<file path="config.mk">
export PLATFORM = sky130hd
export DESIGN_NAME = aes_round_sched_flat
export DESIGN_NICKNAME = d
export VERILOG_FILES = /design/src/rtl/aes_round_sched_if.sv /design/src/rtl/aes_round_sched.sv /design/src/flat_wrapper.sv
export SDC_FILE = /design/constraint.sdc
export NUM_CORES = 1
export LEC_CHECK = 0
export ABC_CLOCK_PERIOD_IN_PS = 4300
export CAP_MARGIN = 20
export CORE_AREA = 4 4 206 208
export DETAILED_ROUTE_END_ITERATION = 7
export DIE_AREA = 0 0 210 212
export GPL_TIMING_DRIVEN = 0
export PLACE_DENSITY = 0.49
export SLEW_MARGIN = 20
export SYNTH_ARGS = -nofsm -noshare
export SYNTH_HDL_FRONTEND = slang
export SYNTH_SLANG_ARGS = --single-unit
</file>
<file path="constraint.sdc">
create_clock -name clk -period 4.3 [get_ports clk]
set_clock_uncertainty 0.15 [all_clocks]
set_input_delay 0.86 -clock clk [delete_from_list [all_inputs] [get_ports clk]]
set_output_delay 0.86 -clock clk [all_outputs]
set_load 0.01 [all_outputs]
</file>
<file path="src/rtl/aes_round_sched_if.sv">
// Handshake bundle between the AES round sequencer, its block source/sink and the shared round unit.
// The slave view is the sequencer; the master view is the environment driving it.
interface aes_round_sched_if;
  localparam int unsigned BLK_W  = 128;
  localparam int unsigned IDX_W  = 4;
  localparam int unsigned KIND_W = 2;

  // Block input side
  logic               in_valid;
  logic               in_ready;
  logic [BLK_W-1:0]   in_data;
  logic               encdec;
  logic               flush;

  // Round unit side
  logic               rnd_req;
  logic               rnd_ack;
  logic [BLK_W-1:0]   rnd_state;
  logic [IDX_W-1:0]   rnd_key_idx;
  logic [KIND_W-1:0]  rnd_kind;
  logic               rnd_dec;
  logic [BLK_W-1:0]   rnd_res;

  // Result output side
  logic               out_valid;
  logic               out_ready;
  logic [BLK_W-1:0]   out_data;

  modport master (
    output in_valid, in_data, encdec, flush, rnd_ack, rnd_res, out_ready,
    input  in_ready, rnd_req, rnd_state, rnd_key_idx, rnd_kind, rnd_dec, out_valid, out_data
  );

  modport slave (
    input  in_valid, in_data, encdec, flush, rnd_ack, rnd_res, out_ready,
    output in_ready, rnd_req, rnd_state, rnd_key_idx, rnd_kind, rnd_dec, out_valid, out_data
  );
endinterface

</file>
<file path="src/rtl/aes_round_sched.sv">
// Round sequencer for the iterative AES datapath: accepts a block, walks the shared round
// unit through rounds 0..NR with the matching key index and round kind, then holds the result.
module aes_round_sched #(
  parameter int unsigned NR = 10
) (
  input  logic             clk,
  input  logic             rst,
  aes_round_sched_if.slave bus
);
  localparam int unsigned BLK_W  = 128;
  localparam int unsigned CNT_W  = 4;
  localparam int unsigned KIND_W = 2;

  localparam logic [1:0] S_IDLE = 2'd0;
  localparam logic [1:0] S_RUN  = 2'd1;
  localparam logic [1:0] S_OUT  = 2'd2;

  localparam logic [CNT_W-1:0]  LAST_RND  = CNT_W'(NR);
  localparam logic [KIND_W-1:0] K_INIT    = 2'd0;
  localparam logic [KIND_W-1:0] K_FULL    = 2'd1;
  localparam logic [KIND_W-1:0] K_FINAL   = 2'd2;

  logic [1:0]       state_q, state_d;
  logic [CNT_W-1:0] cnt_q, cnt_d;
  logic [BLK_W-1:0] data_q, data_d;
  // Holds the inverse-cipher flag (1 = decrypt) so that the reset value maps to key index 0.
  logic             dec_q, dec_d;

  always_ff @(posedge clk or negedge rst) begin
    if (!rst) begin
      state_q <= S_IDLE;
      cnt_q   <= '0;
      data_q  <= '0;
      dec_q   <= 1'b0;
    end else begin
      state_q <= state_d;
      cnt_q   <= cnt_d;
      data_q  <= data_d;
      dec_q   <= dec_d;
    end
  end

  always_comb begin
    state_d         = state_q;
    cnt_d           = cnt_q;
    data_d          = data_q;
    dec_d           = dec_q;
    bus.in_ready    = 1'b0;
    bus.rnd_req     = 1'b0;
    bus.out_valid   = 1'b0;
    bus.rnd_state   = data_q;
    bus.out_data    = data_q;
    bus.rnd_dec     = dec_q;
    bus.rnd_key_idx = dec_q ? (LAST_RND - cnt_q) : cnt_q;
    bus.rnd_kind    = K_FULL;

    if (cnt_q == '0) begin
      bus.rnd_kind = K_INIT;
    end else if (cnt_q == LAST_RND) begin
      bus.rnd_kind = K_FINAL;
    end

    case (state_q)
      S_IDLE: begin
        // flush blocks acceptance in the same cycle
        bus.in_ready = ~bus.flush;
        if (!bus.flush && bus.in_valid) begin
          data_d  = bus.in_data;
          dec_d   = ~bus.encdec;
          cnt_d   = '0;
          state_d = S_RUN;
        end
      end
      S_RUN: begin
        bus.rnd_req = 1'b1;
        if (bus.flush) begin
          state_d = S_IDLE;
        end else if (bus.rnd_ack) begin
          data_d = bus.rnd_res;
          if (cnt_q == LAST_RND) begin
            state_d = S_OUT;
          end else begin
            cnt_d = cnt_q + CNT_W'(1);
          end
        end
      end
      S_OUT: begin
        bus.out_valid = 1'b1;
        if (bus.flush || bus.out_ready) begin
          state_d = S_IDLE;
        end
      end
      default: begin
        state_d = S_IDLE;
      end
    endcase
  end
endmodule

</file>
<file path="src/flat_wrapper.sv">
// flat-port wrapper written by rule: the top's interface ports become plain ports
module aes_round_sched_flat 
#(
  parameter int unsigned NR = 10
)
  (clk, rst, bus_in_valid, bus_in_data, bus_encdec, bus_flush, bus_rnd_ack, bus_rnd_res, bus_out_ready, bus_in_ready, bus_rnd_req, bus_rnd_state, bus_rnd_key_idx, bus_rnd_kind, bus_rnd_dec, bus_out_valid, bus_out_data);
  aes_round_sched_if bus_i ();
  input  logic clk;
  input  logic rst;
  input wire logic [$bits(bus_i.in_valid)-1:0] bus_in_valid;
  input wire logic [$bits(bus_i.in_data)-1:0] bus_in_data;
  input wire logic [$bits(bus_i.encdec)-1:0] bus_encdec;
  input wire logic [$bits(bus_i.flush)-1:0] bus_flush;
  input wire logic [$bits(bus_i.rnd_ack)-1:0] bus_rnd_ack;
  input wire logic [$bits(bus_i.rnd_res)-1:0] bus_rnd_res;
  input wire logic [$bits(bus_i.out_ready)-1:0] bus_out_ready;
  output wire logic [$bits(bus_i.in_ready)-1:0] bus_in_ready;
  output wire logic [$bits(bus_i.rnd_req)-1:0] bus_rnd_req;
  output wire logic [$bits(bus_i.rnd_state)-1:0] bus_rnd_state;
  output wire logic [$bits(bus_i.rnd_key_idx)-1:0] bus_rnd_key_idx;
  output wire logic [$bits(bus_i.rnd_kind)-1:0] bus_rnd_kind;
  output wire logic [$bits(bus_i.rnd_dec)-1:0] bus_rnd_dec;
  output wire logic [$bits(bus_i.out_valid)-1:0] bus_out_valid;
  output wire logic [$bits(bus_i.out_data)-1:0] bus_out_data;
  assign bus_i.in_valid = bus_in_valid;
  assign bus_i.in_data = bus_in_data;
  assign bus_i.encdec = bus_encdec;
  assign bus_i.flush = bus_flush;
  assign bus_i.rnd_ack = bus_rnd_ack;
  assign bus_i.rnd_res = bus_rnd_res;
  assign bus_i.out_ready = bus_out_ready;
  assign bus_in_ready = bus_i.in_ready;
  assign bus_rnd_req = bus_i.rnd_req;
  assign bus_rnd_state = bus_i.rnd_state;
  assign bus_rnd_key_idx = bus_i.rnd_key_idx;
  assign bus_rnd_kind = bus_i.rnd_kind;
  assign bus_rnd_dec = bus_i.rnd_dec;
  assign bus_out_valid = bus_i.out_valid;
  assign bus_out_data = bus_i.out_data;
  aes_round_sched #(.NR(NR)) u_core (.clk(clk), .rst(rst), .bus(bus_i));
endmodule
</file>
# Word-level counts from Yosys, hierarchy flattened
# Cells that the tools add are included.
totals:
  ff_bits: 135
  inputBits: 263
  output_inout_bits: 266
  word_cells: 49
op_classes:
  addsub: 2
  eq_ne: 10
  muxes: 21
  bitwise: 2
  n_reduce_logical: 10
ops:
  columns: ["operator", "n"]
  rows:
  - ["$mux 128", 3]
  - ["$pmux 128 s2", 1]
  - ["$mux 4", 5]
  - ["$mux 2", 7]
  - ["$pmux 4 s2", 1]
  - ["$reduce_and 4->1", 2]
  - ["$ne 2x2->1 const B", 3]
  - ["$pmux 2 s3", 1]
  - ["$reduce_and 5->1", 1]
  - ["$add 4x1->4 const B", 1]
  - ["$eq 4x4->1 const B", 1]
  - ["$logic_not 4->1", 1]
  - ["$ne 2x1->1 const B", 2]
  - ["$sub 4x4->4 const A", 1]
  - ["$mux 1", 3]
  - ["$ne 3x2->1 const B", 1]
  - ["$ne 3x3->1 const B", 1]
  - ["$eq 2x1->1 const B", 1]
  - ["$eq 2x2->1 const B", 1]
  - ["$logic_not 2->1", 1]
  - ["$not 1->1", 2]
  - ["$reduce_and 2->1", 1]
  - ["$reduce_bool 2->1", 1]
  - ["$logic_and 1x1->1", 1]
  - ["other kinds (2)", 2]

# Longest topological paths before layout
# Gate-level depths: netlist of run 1.
depth:
  depth_word: 5
  depth_mapped: 7
  mapped_depth_nobuf: 5

# Worst setup path after synthesis of run 1
# OpenSTA, ideal clock, no wires.
synth_path:
  path_type: "input port to output port"
  start: "in bus_flush"
  end: "out bus_in_ready"
  arrival_time_ns: 1.214
  required_time_ns: 3.290
  slack_ns: 2.076
  stages: 1
  n_path_buf: 0
  path_cell_list: "nor3_1"
synth_via:
  elab_chain_cells: 2
synth_rtl:
  columns: ["element", "line", "source"]
  rows:
  - ["start: declaration", "flat_wrapper.sv:13", "input wire logic [$bits(bus_i.flush)-1:0] bus_flush;"]
  - ["$not 1->1", "aes_round_sched.sv:66", "bus.in_ready = ~bus.flush;"]
  - ["$mux 1", "aes_round_sched.sv:63", "case (state_q)"]
  - ["end: declaration", "flat_wrapper.sv:17", "output wire logic [$bits(bus_i.in_ready)-1:0] bus_in_ready;"]
# Every way passes these cells.

# Final worst setup path of run 1
# Same ends and word-level chain as after synthesis.

==> results.py, run 1 <==
metrics = {
    "synthesis": {
        "yosys.area_share.simple_pct": 1.65,
        "post_synth_num_cell_types": 33,
        "yosysWarnings": 0,
        "synthFlopType": "dfrtp_1",
        "synthCells": 753,
        "synth_area_um2": 7500,
        "synth_top_area_share_pct": 45.1,
        "ys_seq_area_share_pct": 45.1,
        "synthTopCellsByArea": "dfrtp_1, mux2i_1, o21ai_0",
        "synthAdderAreaFrac_pct": 0.667,
        "synth-xor-area-share_pct": 0.234,
        "synth_compound_area_share_pct": 18.0,
        "synth_top_family_by_area": "compound AO/OA/AOI/OAI gates",
        "postSynthRegisterBits": 135,
        "async_flop_share_pct": 100,
        "yosys-top-cells-count": "o21ai_0, dfrtp_1, mux2i_1",
        "syn_avg_cell_area_um2": 9.96,
        "syn_nets": 1020,
        "synth_mux_area_share_pct": 17.5,
        "synth_edf_count": 0,
        "yosysMostFrequentCell": "o21ai_0",
        "synth_largest_area_cell": "dfrtp_1",
    },
    "placed_design": {
        "placed_cell_area_um2": 13500,
        "hpwl_um": 28100,
        "port_buffers": 528,
        "placedCellCount": 1814,
        "gp_congestion": 0.811,
    },
    "floorplanning": {
        "initial_core_util_pct": 18.5,
        "num_rows": 74,
        "die-width_um": 210,
        "die_area_um2": 44500,
        "pin_count": 529,
        "core_area_um2": 40600,
        "die_height_um": 212,
    },
    "detailed_routing": {
        "dr_wl_met3_um": 2690,
        "dr.max_layer_used": "met4",
        "dr.pass1.iters": 4,
        "wl_met1_um": 14000,
        "drt-initial-drc-count": 240,
        "drc": 0,
        "totalWireLength_um": 34700,
        "vias": 7599,
        "via_per_inst": 4.11,
        "post_drt_wl_per_cell_um": 18.8,
        "postRouteAntennaNets": 0,
        "dr_wl_met2_um": 17400,
    },
    "cts": {
        "h-tree-depth": 4,
        "cts_setup_buffers": 0,
        "cts_resized": 0,
        "clkTransAtPathRegs_ps": 60,
        "clock_path_buffers": 2,
        "hold_buffers": 0,
        "cts-root-buf": "clkbuf_16",
        "clock_latency_ps": 430,
        "cts_sinks": 135,
        "cts_tree": "yes",
        "cts_buffers": 17,
    },
    "power": {
        "switching_power_mw": 1.77,
        "p_leak_nw": 6.20,
        "p_int_mw": 4.08,
        "power.density_nw_per_um2": 414,
        "comb_power_share_pct": 41.7,
        "p_seq_share_pct": 30.6,
        "ir_drop_uv": 248,
        "p_clk_share_pct": 27.7,
        "power.share.switching_pct": 30.2,
        "p_total_mw": 5.85,
    },
    "global_route": {
        "grt_first_pass_wirelength_um": 50900,
        "grt_antenna_before_repair": 1,
        "grt_start_max_net_pins": 79,
        "grt_usage_pct": 15.0,
        "first_global_vias": 8072,
        "overflow": 0,
    },
    "final_layout": {
        "nets": 1568,
        "final_cells": 1847,
        "final_area_um2": 14100,
        "area.growth.synth_to_final_pct": 88.5,
        "drive_gt1_share_pct": 15.0,
    },
    "worst_setup_path": {
        "path_max_fanout": 4,
        "worstPathRequired_ps": 3290,
        "critical_path_class": "input port to output port",
        "cp_slowest_cell": "clkdlybuf4s50_1",
        "critical_path_arrival_ps": 2310,
        "rr_worst_depth": 6,
        "start_kind": "input port",
        "crit_path_frequent_cell": "clkdlybuf4s50_1",
        "max_stage_delay_ps": 650,
        "cp-end-kind": "output port",
        "cp_cell_sequence": "clkdlybuf4s50_1, nor3_1, clkdlybuf4s50_1",
    },
    "sta": {
        "worst_slew_pin_slew_ps": 514,
        "slew_headroom_pct": 65.0,
        "rsz0062_at_grt": "false",
        "hold_viol": 0,
        "drv_slew": 0,
        "finalCritPeriodShare_pct": 77.1,
        "period_needed_ps": 3320,
        "fmax_mhz": 302,
        "setup_viol": 0,
    },
    "run_status": {
        "status": "finished, final reports clean",
    },
    "worst_hold_path": {
        "min_path_type": "input port to async pin",
    },
    "job": {
        "maxCapViolations": 0,
    },
}
final cells by class:
type                       instances  area, um2
inverter                           4       15.0
antenna                            1       2.50
buffer                           189       1250
multi-input combinational        425       2860
timing repair buffer             529       5320
fill                            4214      26400
tap                              532        666
sequential                       135       3380
clock buffer                      22        484
clock inverter                    10        166
sequential cells by signal, indices dropped and copies added, names as in the netlist:
| name | count |
|---|---|
| u_core.bus.rnd_dec | 1 |
| u_core.bus.out_data | 128 |
| u_core.cnt_q | 4 |
| u_core.state_q | 2 |
metrics by stage:
step,utilization (%),setup TNS (ps),setup WS (ps),hold slack [ps]
finish,34.9,0,984,197
global route,34.8,0,910,204
CTS,34.8,0,979,187
detailed placement,33.2,0,1000,376
global placement,33.2,-497210,-3710,366
floorplan,-,0,2080,414
cells in the final DEF (no fill, tap or decap), types with 2 or more instances in the layout:
cell type	count
clkinv_4	2
nor2_1	2
a21oi_1	3
dfrtp_1	135
nand3_1	2
buf_4	129
mux2i_1	130
xnor2_1	2
nand2_1	2
buf_2	29
clkbuf_8	4
inv_1	4
buf_6	2
bufinv_16	4
o21ai_0	234
clkinvlp_4	2
a31oi_1	2
clkbuf_16	17
clkbuf_1	29
o21ai_1	25
nand2b_1	4
clkdlybuf4s50_1	527
ha_1	4
power groups by stage:
stage / Sequential, mW / Clock (mW) / Combinational, mW
floorplan: 1.82 / 0 / 0.897
global placement: 1.81 / 0 / 2.46
detailed placement: 1.81 / 0 / 2.47
CTS: 1.80 / 1.68 / 2.48
global route: 1.83 / 1.73 / 2.62
finish: 1.79 / 1.62 / 2.44
critical path: cells and delay by family:
| family | cells | cell delay (ps) |
|---|---|---|
| and+or+nand+nor | 1 | 320 |
| buffers and inverters | 2 | 1120 |
routing by layer:
metal / GRT usage, % / up-vias
met2: 26.2 / 348
met4: 4.14 / 0
li1: - / 3632
met5: 0 / -
met3: 4.80 / 24
met1: 17.9 / 3595
cells by family after synthesis:
| logic type | count (synthesis) |
|---|---|
| buffers and inverters | 193 |
| AOI/OAI and AO/OA | 268 |
| muxes | 131 |
| DFF | 135 |
| xor gates and xnor gates | 2 |
| adders and majority gates | 4 |
| and+or+nand+nor | 20 |
worst paths after layout:
kind                                                startpoint                              endpoint  slack, ps
hold / removal                                             rst   u_core.bus.out_data[75]$_DFFE_PN0P_        200
hold reg to reg            u_core.bus.out_data[65]$_DFFE_PN0P_   u_core.bus.out_data[65]$_DFFE_PN0P_        390
setup reg to reg                 u_core.state_q[0]$_DFFE_PN0P_    u_core.bus.out_data[2]$_DFFE_PN0P_       1890
max in group asynchronous                                  rst  u_core.bus.out_data[122]$_DFFE_PN0P_       3030
setup / recovery                                     bus_flush                          bus_in_ready        980
min in group clk           u_core.bus.out_data[65]$_DFFE_PN0P_   u_core.bus.out_data[65]$_DFFE_PN0P_        390
Power figures use the tool's default switching activity.
==> inputs of run 2 (changes only) <==
--- a/config.mk
+++ b/config.mk
@@ -5,11 +5,11 @@
 export SDC_FILE = /design/constraint.sdc
 export NUM_CORES = 1
 export LEC_CHECK = 0
-export ABC_CLOCK_PERIOD_IN_PS = 4300
+export ABC_CLOCK_PERIOD_IN_PS = 3200
 export CAP_MARGIN = 20
-export CORE_AREA = 4 4 206 208
+export CORE_AREA = 4 4 205 207
 export DETAILED_ROUTE_END_ITERATION = 7
-export DIE_AREA = 0 0 210 212
+export DIE_AREA = 0 0 209 211
 export GPL_TIMING_DRIVEN = 0
 export PLACE_DENSITY = 0.49
 export SLEW_MARGIN = 20
==> constraint.sdc (replaced) <==
create_clock -name clk -period 3.2 [get_ports clk]
set_clock_uncertainty 0.15 [all_clocks]
set_input_delay 0.64 -clock clk [delete_from_list [all_inputs] [get_ports clk]]
set_output_delay 0.64 -clock clk [all_outputs]
set_load 0.01 [all_outputs]
==> results.py, run 2 (synthesized netlist as in run 1, its figures left out) <==
metrics = {
    "run_status": {
        "status": "finished, final reports clean",
    },
    "floorplanning": {
        "pin_count": 529,
        "die_area_um2": 44100,
        "initial_core_util_pct": 18.6,
        "die-width_um": 209,
        "core_area_um2": 40400,
        "num_rows": 74,
        "die_height_um": 211,
    },
    "detailed_routing": {
        "via_per_inst": 4.09,
        "postRouteAntennaNets": 0,
        "drc": 0,
        "post_drt_wl_per_cell_um": 19.3,
        "drt-initial-drc-count": 235,
        "dr.pass1.iters": 4,
        "totalWireLength_um": 35500,
        "vias": 7540,
    },
    "cts": {
        "cts_resized": 0,
        "hold_buffers": 1,
        "h-tree-depth": 4,
        "cts_sinks": 135,
        "clock_latency_ps": 420,
        "cts-root-buf": "clkbuf_16",
        "cts_buffers": 17,
        "cts_tree": "yes",
        "clkTransAtPathRegs_ps": 60,
        "cts_setup_buffers": 0,
        "clock_path_buffers": 2,
    },
    "final_layout": {
        "multi_input_area_um2": 2860,
        "regArea_um2": 3380,
        "final_cell_mix": "clkdlybuf4s50_1, o21ai_0, dfrtp_1",
        "largest_reg_flops": 128,
        "area.growth.synth_to_final_pct": 87.5,
        "layout_commonest_cell": "clkdlybuf4s50_1",
        "diodes": 0,
        "nets": 1569,
        "drive_gt1_share_pct": 14.5,
        "final_area_um2": 14100,
        "n_fill_cell": 4159,
    },
    "sta": {
        "setup_ws_ps": 163,
        "rsz0062_at_grt": "false",
        "slew_headroom_pct": 62.5,
        "hold_viol": 0,
        "drv_slew": 0,
        "finalCritPeriodShare_pct": 94.9,
        "period_needed_ps": 3040,
        "worst_slew_pin_slew_ps": 552,
        "setup_viol": 0,
        "fmax_mhz": 329,
    },
    "power": {
        "p_leak_nw": 6.17,
        "ir_drop_uv": 303,
        "power.density_nw_per_um2": 546,
    },
    "worst_setup_path": {
        "cp-end-kind": "output port",
        "path_buf_inv": 3,
        "critPathTopFamily": "buffers and inverters",
        "critical_path_class": "flip-flop to output port",
        "cp_slowest_cell": "clkdlybuf4s50_1",
        "path_max_fanout": 6,
        "critical_path_arrival_ps": 2250,
        "worstPathRequired_ps": 2410,
        "cp_cell_sequence": "inv_1, ha_1, and3b_1, clkbuf_1, clkdlybuf4s50_1",
        "start_kind": "flip-flop",
        "ff2ff_setup_slack_ps": 730,
        "max_stage_delay_ps": 640,
    },
    "placed_design": {
        "hpwl_um": 28600,
        "placed_cell_area_um2": 13500,
        "gp_congestion": 0.780,
        "pre_cts_slack_ps": 11.0,
        "port_buffers": 528,
    },
    "job": {
        "maxCapViolations": 0,
    },
    "global_route": {
        "grt_first_pass_wirelength_um": 52000,
        "grt_antenna_before_repair": 3,
        "first_global_vias": 8173,
        "grt_usage_pct": 15.5,
        "overflow": 0,
        "grt_start_max_net_pins": 75,
    },
    "worst_hold_path": {
        "min_path_type": "flip-flop to flip-flop",
    },
}
==> run 2: cell types whose count changed in the layout (fill, tap and decap cells not counted) <==
cell,change
clkinv_4,-2
inv_6,-1
clkbuf_1,+2
clkinv_2,+1
dlygate4sd3_1,+1
clkinvlp_4,-2
diode_2,-1
bufinv_16,-1
clkbuf_8,-2
==> run 2: worst min-delay path, delay by kind of cell (launching register included) <==
family	cells	cell delay [ps]
flops	1	360
compound gates	2	150
==> run 2: metal layers <==
metal  routed length [um]  track usage, %  vias up
met5                   27               0        -
met3                 2670            5.01       23
met1                14100            18.1     3558
met4                  459            3.65        4
li1                     -               -     3611
met2                18300            27.9      344
==> run 2: layout make-up <==
type	instances	area share [%]
Timing Repair Buffer	530	37.9
Buffer	189	8.87
Multi-Input combinational cell	425	20.3
Inverter	4	0.107
Sequential cell	135	24.0
Clock buffer	22	3.30
Tap cell	532	4.74
Clock inverter	5	0.712
==> run 2: where the power goes <==
group / switching [mW] / internal (mW) / leakage [nW]
Clock: 0.745 / 1.24 / 0.278
Combinational: 1.24 / 2.05 / 4.21
Sequential: 0.354 / 2.04 / 1.67
==> run 2: worst paths after layout <==
| path | start | to | cells after the start |
|---|---|---|---|
| setup / recovery | u_core.cnt_q[0]$_DFFE_PN0P_ | bus_rnd_kind[1] | 5 |
| hold / removal | u_core.bus.out_data[74]$_DFFE_PN0P_ | u_core.bus.out_data[74]$_DFFE_PN0P_ | 2 |
| setup reg to reg | u_core.state_q[0]$_DFFE_PN0P_ | u_core.bus.out_data[6]$_DFFE_PN0P_ | 6 |
| hold reg to reg | u_core.bus.out_data[74]$_DFFE_PN0P_ | u_core.bus.out_data[74]$_DFFE_PN0P_ | 2 |
| max in group asynchronous | rst | u_core.bus.out_data[9]$_DFFE_PN0P_ | 3 |
| min in group asynchronous | rst | u_core.bus.out_data[2]$_DFFE_PN0P_ | 2 |
==> run 2: stage by stage <==
step / power [mW] / std cells / TNS [ps] / hold slack [ps] / util (%)
floorplan: 3.66 / 753 / 0 / 194 / -
global placement: 5.74 / 1813 / -613190 / 372 / 33.3
detailed placement: 5.76 / 1814 / 0 / 379 / 33.4
CTS: 7.82 / 1842 / 0 / 393 / 34.8
global route: 8.12 / 1842 / 0 / 429 / 34.8
finish: 7.68 / 1842 / 0 / 388 / 34.8
==> inputs of run 3 (changes only) <==
--- a/config.mk
+++ b/config.mk
@@ -10,8 +10,10 @@
 export CORE_AREA = 4 4 205 207
 export DETAILED_ROUTE_END_ITERATION = 7
 export DIE_AREA = 0 0 209 211
+export GPL_ROUTABILITY_DRIVEN = 0
 export GPL_TIMING_DRIVEN = 0
 export PLACE_DENSITY = 0.49
+export REMOVE_ABC_BUFFERS = 1
 export SLEW_MARGIN = 20
 export SYNTH_ARGS = -nofsm -noshare
 export SYNTH_HDL_FRONTEND = slang
==> constraint.sdc (replaced) <==
create_clock -name clk -period 3.2 [get_ports clk]
set_clock_uncertainty 0.15 [all_clocks]
set_input_delay 0.32 -clock clk [delete_from_list [all_inputs] [get_ports clk]]
set_output_delay 0.32 -clock clk [all_outputs]
set_load 0.01 [all_outputs]
==> results.py, run 3 (synthesized netlist as in run 1, its figures left out) <==
metrics = {
    "sta": {
        "fmax_mhz": 374,
        "setup_viol": 0,
        "rsz0062_at_grt": "false",
        "slew_headroom_pct": 51.8,
        "period_needed_ps": 2670,
        "finalCritPeriodShare_pct": 83.5,
        "worst_slew_pin_slew_ps": 702,
        "hold_ws_ps": 294,
        "drv_slew": 0,
        "hold_viol": 0,
    },
    "detailed_routing": {
        "drc": 0,
        "via_per_inst": 4.15,
        "postRouteAntennaNets": 0,
        "drt-initial-drc-count": 316,
        "post_drt_wl_per_cell_um": 18.6,
        "dr.pass1.iters": 5,
        "vias": 6938,
        "totalWireLength_um": 31200,
    },
    "job": {
        "maxCapViolations": 0,
    },
    "worst_setup_path": {
        "cp_slowest_cell": "mux2i_1",
        "cp-end-kind": "flip-flop",
        "crit_path_frequent_cell": "buf_16",
        "critical_path_class": "flip-flop to flip-flop",
        "path_max_fanout": 39,
        "worstPathRequired_ps": 3340,
        "start_kind": "flip-flop",
        "max_stage_delay_ps": 650,
        "critical_path_arrival_ps": 2810,
        "path_buf_inv": 2,
        "cp_cell_sequence": "nand2b_4, buf_16, buf_16, mux2i_1, o21ai_1",
        "critPathTopFamily": "multiplexers",
    },
    "final_layout": {
        "n_fill_cell": 4211,
        "largest_reg_flops": 128,
        "final_cell_mix": "clkdlybuf4s50_1, o21ai_0, dfrtp_1",
        "drive_gt1_share_pct": 4.57,
        "area.growth.synth_to_final_pct": 75.9,
        "nets": 1393,
        "layout_commonest_cell": "clkdlybuf4s50_1",
    },
    "global_route": {
        "overflow": 0,
        "grt_usage_pct": 13.6,
        "grt_start_max_net_pins": 70,
        "first_global_vias": 7515,
        "grt_first_pass_wirelength_um": 46300,
        "grt_antenna_before_repair": 3,
    },
    "cts": {
        "h-tree-depth": 4,
        "clock_latency_ps": 430,
        "clock_path_buffers": 2,
        "cts_resized": 0,
        "cts_sinks": 135,
        "cts-root-buf": "clkbuf_16",
        "cts_tree": "yes",
        "clkTransAtPathRegs_ps": 60,
        "cts_buffers": 17,
    },
    "worst_hold_path": {
        "min_path_type": "input port to async pin",
    },
    "floorplanning": {
        "die_area_um2": 44100,
        "core_area_um2": 40400,
        "die-width_um": 209,
        "pin_count": 529,
        "initial_core_util_pct": 18.6,
        "die_height_um": 211,
        "num_rows": 74,
    },
    "power": {
        "power.density_nw_per_um2": 544,
        "p_leak_nw": 5.55,
        "p_total_mw": 7.17,
        "ir_drop_uv": 295,
    },
    "placed_design": {
        "port_buffers": 528,
        "hpwl_um": 23900,
    },
    "run_status": {
        "status": "finished, final reports clean",
    },
}
==> run 3: changes by cell type in the layout (fill, tap and decap cells not counted), sizes merged <==
cell	change
clkbuf	-32
bufinv	-1
diode	+1
buf	-147
clkinvlp	+2
clkinv	+7
==> run 3: power by group <==
part           switching (mW)  internal [mW]  total, mW
Sequential              0.341           2.04       2.38
Combinational            1.11           1.72       2.83
Clock                   0.796           1.16       1.96
==> run 3: path summary, 6_finish.rpt <==
path / from / end / slack, ps / depth (start not counted)
setup reg to reg: u_core.state_q[0]$_DFFE_PN0P_ / u_core.bus.out_data[76]$_DFFE_PN0P_ / 530 / 5
hold reg to reg: u_core.bus.out_data[10]$_DFFE_PN0P_ / u_core.bus.out_data[10]$_DFFE_PN0P_ / 390 / 2
min in group clk: bus_encdec / u_core.bus.rnd_dec$_DFFE_PN0P_ / 310 / 2
hold / removal: rst / u_core.cnt_q[2]$_DFFE_PN0P_ / 290 / 2
max in group asynchronous: rst / u_core.bus.out_data[99]$_DFFE_PN0P_ / 1850 / 3
setup / recovery: u_core.state_q[0]$_DFFE_PN0P_ / u_core.bus.out_data[76]$_DFFE_PN0P_ / 530 / 5
==> run 3: what timing repair did <==
action / 4_1_cts / 5_1_grt
hold buffers: 1 / 0
endpoints found under the hold margin: 66 / 0
buffers inserted: 0 / 0
==> run 3: worst reg2reg max path, stage by stage (launching register included) <==
cell and delay [ps]:
dfrtp_1 500, nand2b_4 460, buf_16 320, buf_16 320, mux2i_1 670, o21ai_1 110
==> run 3: metal layers <==
metal / vias up / share of wire, % / global-route usage [%]
li1: 3265 / - / -
met1: 3333 / 40 / 16.3
met2: 315 / 51 / 23.2
met3: 25 / 7.2 / 4.20
met4: 0 / 1.7 / 4.39
met5: - / 0 / 0
==> run 3: metrics by stage <==
stage	cells	worst slack (ps)	setup TNS [ps]	cell area (um2)	util [%]
5_1_grt	1672	304	0	13200	32.7
3_3_place_gp	1624	-7380	-1577950	12200	30.2
4_1_cts	1671	385	0	13200	32.7
2_1_floorplan	564	-3290	-350560	6250	-
3_5_place_dp	1638	351	0	12600	31.2
6_report	1672	528	0	13200	32.7
==> run 3: area by class of cell <==
cell class / count / area [um2] / share of cell area [%]
antenna: 1 / 2.50 / 0.0190
clock buffer: 19 / 443 / 3.36
clock inverter: 13 / 131 / 0.996
inverter: 4 / 15.0 / 0.114
multi-input combinational: 425 / 2890 / 21.9
sequential: 135 / 3380 / 25.6
tap: 532 / 666 / 5.05
timing repair buffer: 543 / 5670 / 43.0
==> RTL change 1: new RTL, config.mk and constraints of run 2 <==
Take the reset off `data_q` and load it in a clocked block of its own.
--- a/src/rtl/aes_round_sched.sv
+++ b/src/rtl/aes_round_sched.sv
@@ -30,14 +30,16 @@
     if (!rst) begin
       state_q <= S_IDLE;
       cnt_q   <= '0;
-      data_q  <= '0;
       dec_q   <= 1'b0;
     end else begin
       state_q <= state_d;
       cnt_q   <= cnt_d;
-      data_q  <= data_d;
       dec_q   <= dec_d;
     end
+  end
+
+  always_ff @(posedge clk) begin
+    data_q <= data_d;
   end
 
   always_comb begin
Check against the original RTL: not equivalent (a bounded check fails within 4 cycles, from zero or initial values and one cycle with rst low).
==> RTL change 1 against run 2 <==
Setup slack gained 0.098 ns; design area is 0.14% lower; synthesized area is 1.1% lower; cell count fell by 16%; sequential cell count did not move; routed wire length decreased by 22%; fmax rose by 3.3%; synthesized cell count fell by 39%; largest cell class unchanged; highest routed layer is now met4.
Power is not compared: it rests on default switching activity, and its combinational part moved more than twofold at a synthesized area within 25%.
==> RTL change 1: results (changes against run 2) <==
Outcome
  • Status: finished, final reports clean

Yosys
  • Async S/R FF share, synth: 5.185% (-95 points)
  • Primary FF master, synth: edfxtp_1
  • Synth cell count leaders: buf_4 (130), edfxtp_1 (128), mux2_4 (100), mux2_2 (28), buf_12 (11)
  • Register area share after synthesis: 54.18% (+9.1 points)
  • Yosys cell types: 35 (+6.1%)
  • Post-synthesis compound-gate area fraction: 1.518% (-17 points)
  • Mapped Avg Cell Area: 16.27 sq um (+63%)
  • Syn_nets: 723 (-29%)

Routing
  • DR iter-0 viols: 151 (-36%)
  • First-pass iteration count of the detailed router: 6 (+2)
  • Total wire length: 27.87 mm (-22%)

Global route
  • Initial antenna violation count: 2 (-1)
  • Vias in the first global route: 6081 (-26%)
  • Largest net degree at the start of global routing: 32 (-57%)
  • First-pass GRT wire length: 39.43 mm (-24%)

Final layout
  • Cell Count, Final, Fillers Out: 1552 (-16%)
  • Share of layout cells above drive strength 1: 30.59% (+16 points)
  • FILL cells: 4048 (-2.7%)
  • Multi-input gates: 171 (-60%)
  • CLK BUF: 19 (-14%)
  • Fraction of area in multi-input gates: 15.45% (-4.9 points)
  • Final net count: 1274 (-19%)
  • Clock-cell share: 4.020% (+0.0057 points)
  • Signal buffers: 679 (-5.6%)

Placed design
  • RD Place Congestion: 0.7655 (-1.8%)
  • DP Area: 0.01347 sq mm (about the same)
  • Post-DP HPWL: 22.89 mm (-20%)
  • Placed Instances: 1520 (-16%)
  • DP Worst Slack: 0.1284 ns (+0.1173 ns)

Timing
  • Actual slew at the worst max-slew pin: 0.5029 ns (-0.04936 ns)

Worst hold path
  • Worst min path class: input pin to asynchronous set/reset pin

Critical path
  • Worst EP arrival: 2.15 ns (-0.10 ns)
-- RTL change 1: changes by cell type in the layout (fill, tap and decap cells not counted), sizes merged, moves of 4 or more --
cell and change:
dfrtp -128, o21ai -257, buf -11, clkbuf -32, edfxtp +128, mux2i -130
clkinv +5, mux2 +128, clkinvlp +4
-- RTL change 1: routing by layer --
metal	vias up	share of wire (%)	track usage (%)
met1	2606	39	13.74
met2	298	52	21.43
met3	20	7.5	3.758
met4	0	1.6	3.915
li1	2644	-	-
met5	-	0	0
-- RTL change 1: worst paths after layout --
| kind | start | to | slack (ns) |
|---|---|---|---|
| min in group clk | u_core.state_q[0] | u_core.state_q[0] | 0.46 |
| max in group asynchronous | rst | u_core.cnt_q[3] | 2.29 |
| worst max-delay path | bus_flush | bus_in_ready | 0.26 |
| worst min-delay path | rst | u_core.bus.rnd_dec | 0.34 |
| worst min register to register | u_core.state_q[0] | u_core.state_q[0] | 0.46 |
| worst max register to register | u_core.state_q[0] | u_core.bus.out_data[93] | 0.80 |
==> RTL change 2: new RTL, flow settings as in run 2 <==
Made on the original files. `NR` is set to 10 in 2 places; all go to 9.
--- a/src/rtl/aes_round_sched.sv
+++ b/src/rtl/aes_round_sched.sv
@@ -1,7 +1,7 @@
 // Round sequencer for the iterative AES datapath: accepts a block, walks the shared round
 // unit through rounds 0..NR with the matching key index and round kind, then holds the result.
 module aes_round_sched #(
-  parameter int unsigned NR = 10
+  parameter int unsigned NR = 9
 ) (
   input  logic             clk,
   input  logic             rst,
--- a/src/flat_wrapper.sv
+++ b/src/flat_wrapper.sv
@@ -1,7 +1,7 @@
 // flat-port wrapper written by rule: the top's interface ports become plain ports
 module aes_round_sched_flat 
 #(
-  parameter int unsigned NR = 10
+  parameter int unsigned NR = 9
 )
   (clk, rst, bus_in_valid, bus_in_data, bus_encdec, bus_flush, bus_rnd_ack, bus_rnd_res, bus_out_ready, bus_in_ready, bus_rnd_req, bus_rnd_state, bus_rnd_key_idx, bus_rnd_kind, bus_rnd_dec, bus_out_valid, bus_out_data);
   aes_round_sched_if bus_i ();
Behaviour: not the same (Yosys sat finds a counterexample within 4 cycles, from zero or initial values and one cycle with rst low).
==> RTL change 2 against run 2 <==
Routed wire length is 10% higher; synthesized area up 0.90%; design area is 0.87% higher; utilization grew 0.30 points; total power increased by 0.34%; setup slack improved by 0.0012 ns; critical path depth is 2 lower; hold slack improved by 0.046 ns; sequential cell count unchanged; synthesized cell count up 18%.
==> RTL change 2: results (changes against run 2) <==
Final layout
  • FILL cells: 4266 (+2.6%)
  • Share of layout cells above drive strength 1: 17.33% (+2.8 points)

Critical path
  • Worst r2r src: u_core.state_q[1]
  • Crit-path max FO: 5 (-1)
  • Crit path largest cell delay: 0.66 ns (+0.02 ns)
  • Critical path startpoint: bus_flush
  • Reg2reg setup slack: 1.18 ns (+0.45 ns)

Timing
  • Worst Hold Slack: 0.4343 ns (+0.04600 ns)
  • Final Worst Setup Slack: 0.1641 ns (+0.001152 ns)
  • Slew margin rel.: 63.52% (+1.1 points)

Yosys
  • Cells after Synth: 892 (+18%)
  • Post-synthesis xor/xnor area fraction: 0.2315% (-0.0021 points)
  • Synth top area cells: dfrtp_1 (45%), buf_4 (13%), nand2_1 (13%)
  • Mux contribution to synthesized area: 0.4630% (-17 points)
  • Synth cell count leaders: nand2_1 (260), dfrtp_1 (135), buf_4 (132), a31oi_1 (129), a21oi_1 (111)
  • Register area share after synthesis: 44.65% (-0.40 points)
  • Post-synthesis adder-cell area fraction: 0.6615% (-0.0060 points)
  • Post-synthesis compound-gate area fraction: 21.12% (+3.1 points)
  • Syn_nets: 1159 (+14%)

Global route
  • Largest net degree at the start of global routing: 77 (+2.7%)
  • Vias in the first global route: 8950 (+9.5%)
  • Initial antenna violation count: 1 (-2)

Clock tree
  • Worst-Skew Late Latency: 0.45 ns (+0.03 ns)

Power
  • Power Dens Cells: 543.2 mW/mm^2 (-0.53%)
  • Clock share of power: 27.8% (+1.9 points)
  • Sw Share: 31.62% (+1.2 points)
  • VDD IR-drop max: 0.0002850 V (-5.8%)
  • Logic pwr share: 41.3% (-1.6 points)

Worst hold path
  • Hold Path Sink: u_core.bus.out_data[20]
  • Hold Crit Start: u_core.bus.out_data[20]

Placed design
  • Placed Instances: 1953 (+7.7%)
  • DP Worst Slack: 0.1664 ns (+0.1554 ns)
  • Post-DP HPWL: 31.02 mm (+8.4%)
  • RD Place Congestion: 0.7951 (+2.0%)

Routing
  • First-pass iteration count of the detailed router: 7 (+3)
  • Total wire length: 39.25 mm (+10%)
  • Routed WL per cell: 19.76 microns (+2.4%)
  • DR iter-0 viols: 357 (+52%)
  • Via density: 4.267 (+4.2%)

Outcome
  • Status: finished, final reports clean
==> RTL change 2: final cells by class <==
class                      count  area (sq um)  share of cell area (%)
tap                          532         665.6                   4.695
clock buffer                  21         470.5                   3.318
timing repair buffer         530          5330                   37.59
multi-input combinational    551          2759                   19.46
sequential                   135          3378                   23.83
inverter                       6         22.52                  0.1588
buffer                       200          1406                   9.919
clock inverter                11         146.4                   1.032
==> RTL change 2: worst max-delay path by stage <==
stage                                         end  slack (ns)  depth (start not counted)
after detailed placement             bus_in_ready        0.17                          3
after floorplan                   bus_rnd_kind[0]        1.27                          5
after CTS                         bus_rnd_kind[0]        0.04                          6
final                                bus_in_ready        0.16                          3
after global routing              bus_rnd_kind[1]        0.06                          5
after global placement    u_core.bus.out_data[81]       -4.95                          1
==> RTL change 2: per-layer routing <==
metal  part of all wire (%)  track usage (%)  vias up
li1                       -                -     4023
met1                     41            20.41     4042
met2                     50            29.95      373
met3                    7.0            5.540       36
met4                    1.9            4.388        0
met5                      0                0        -
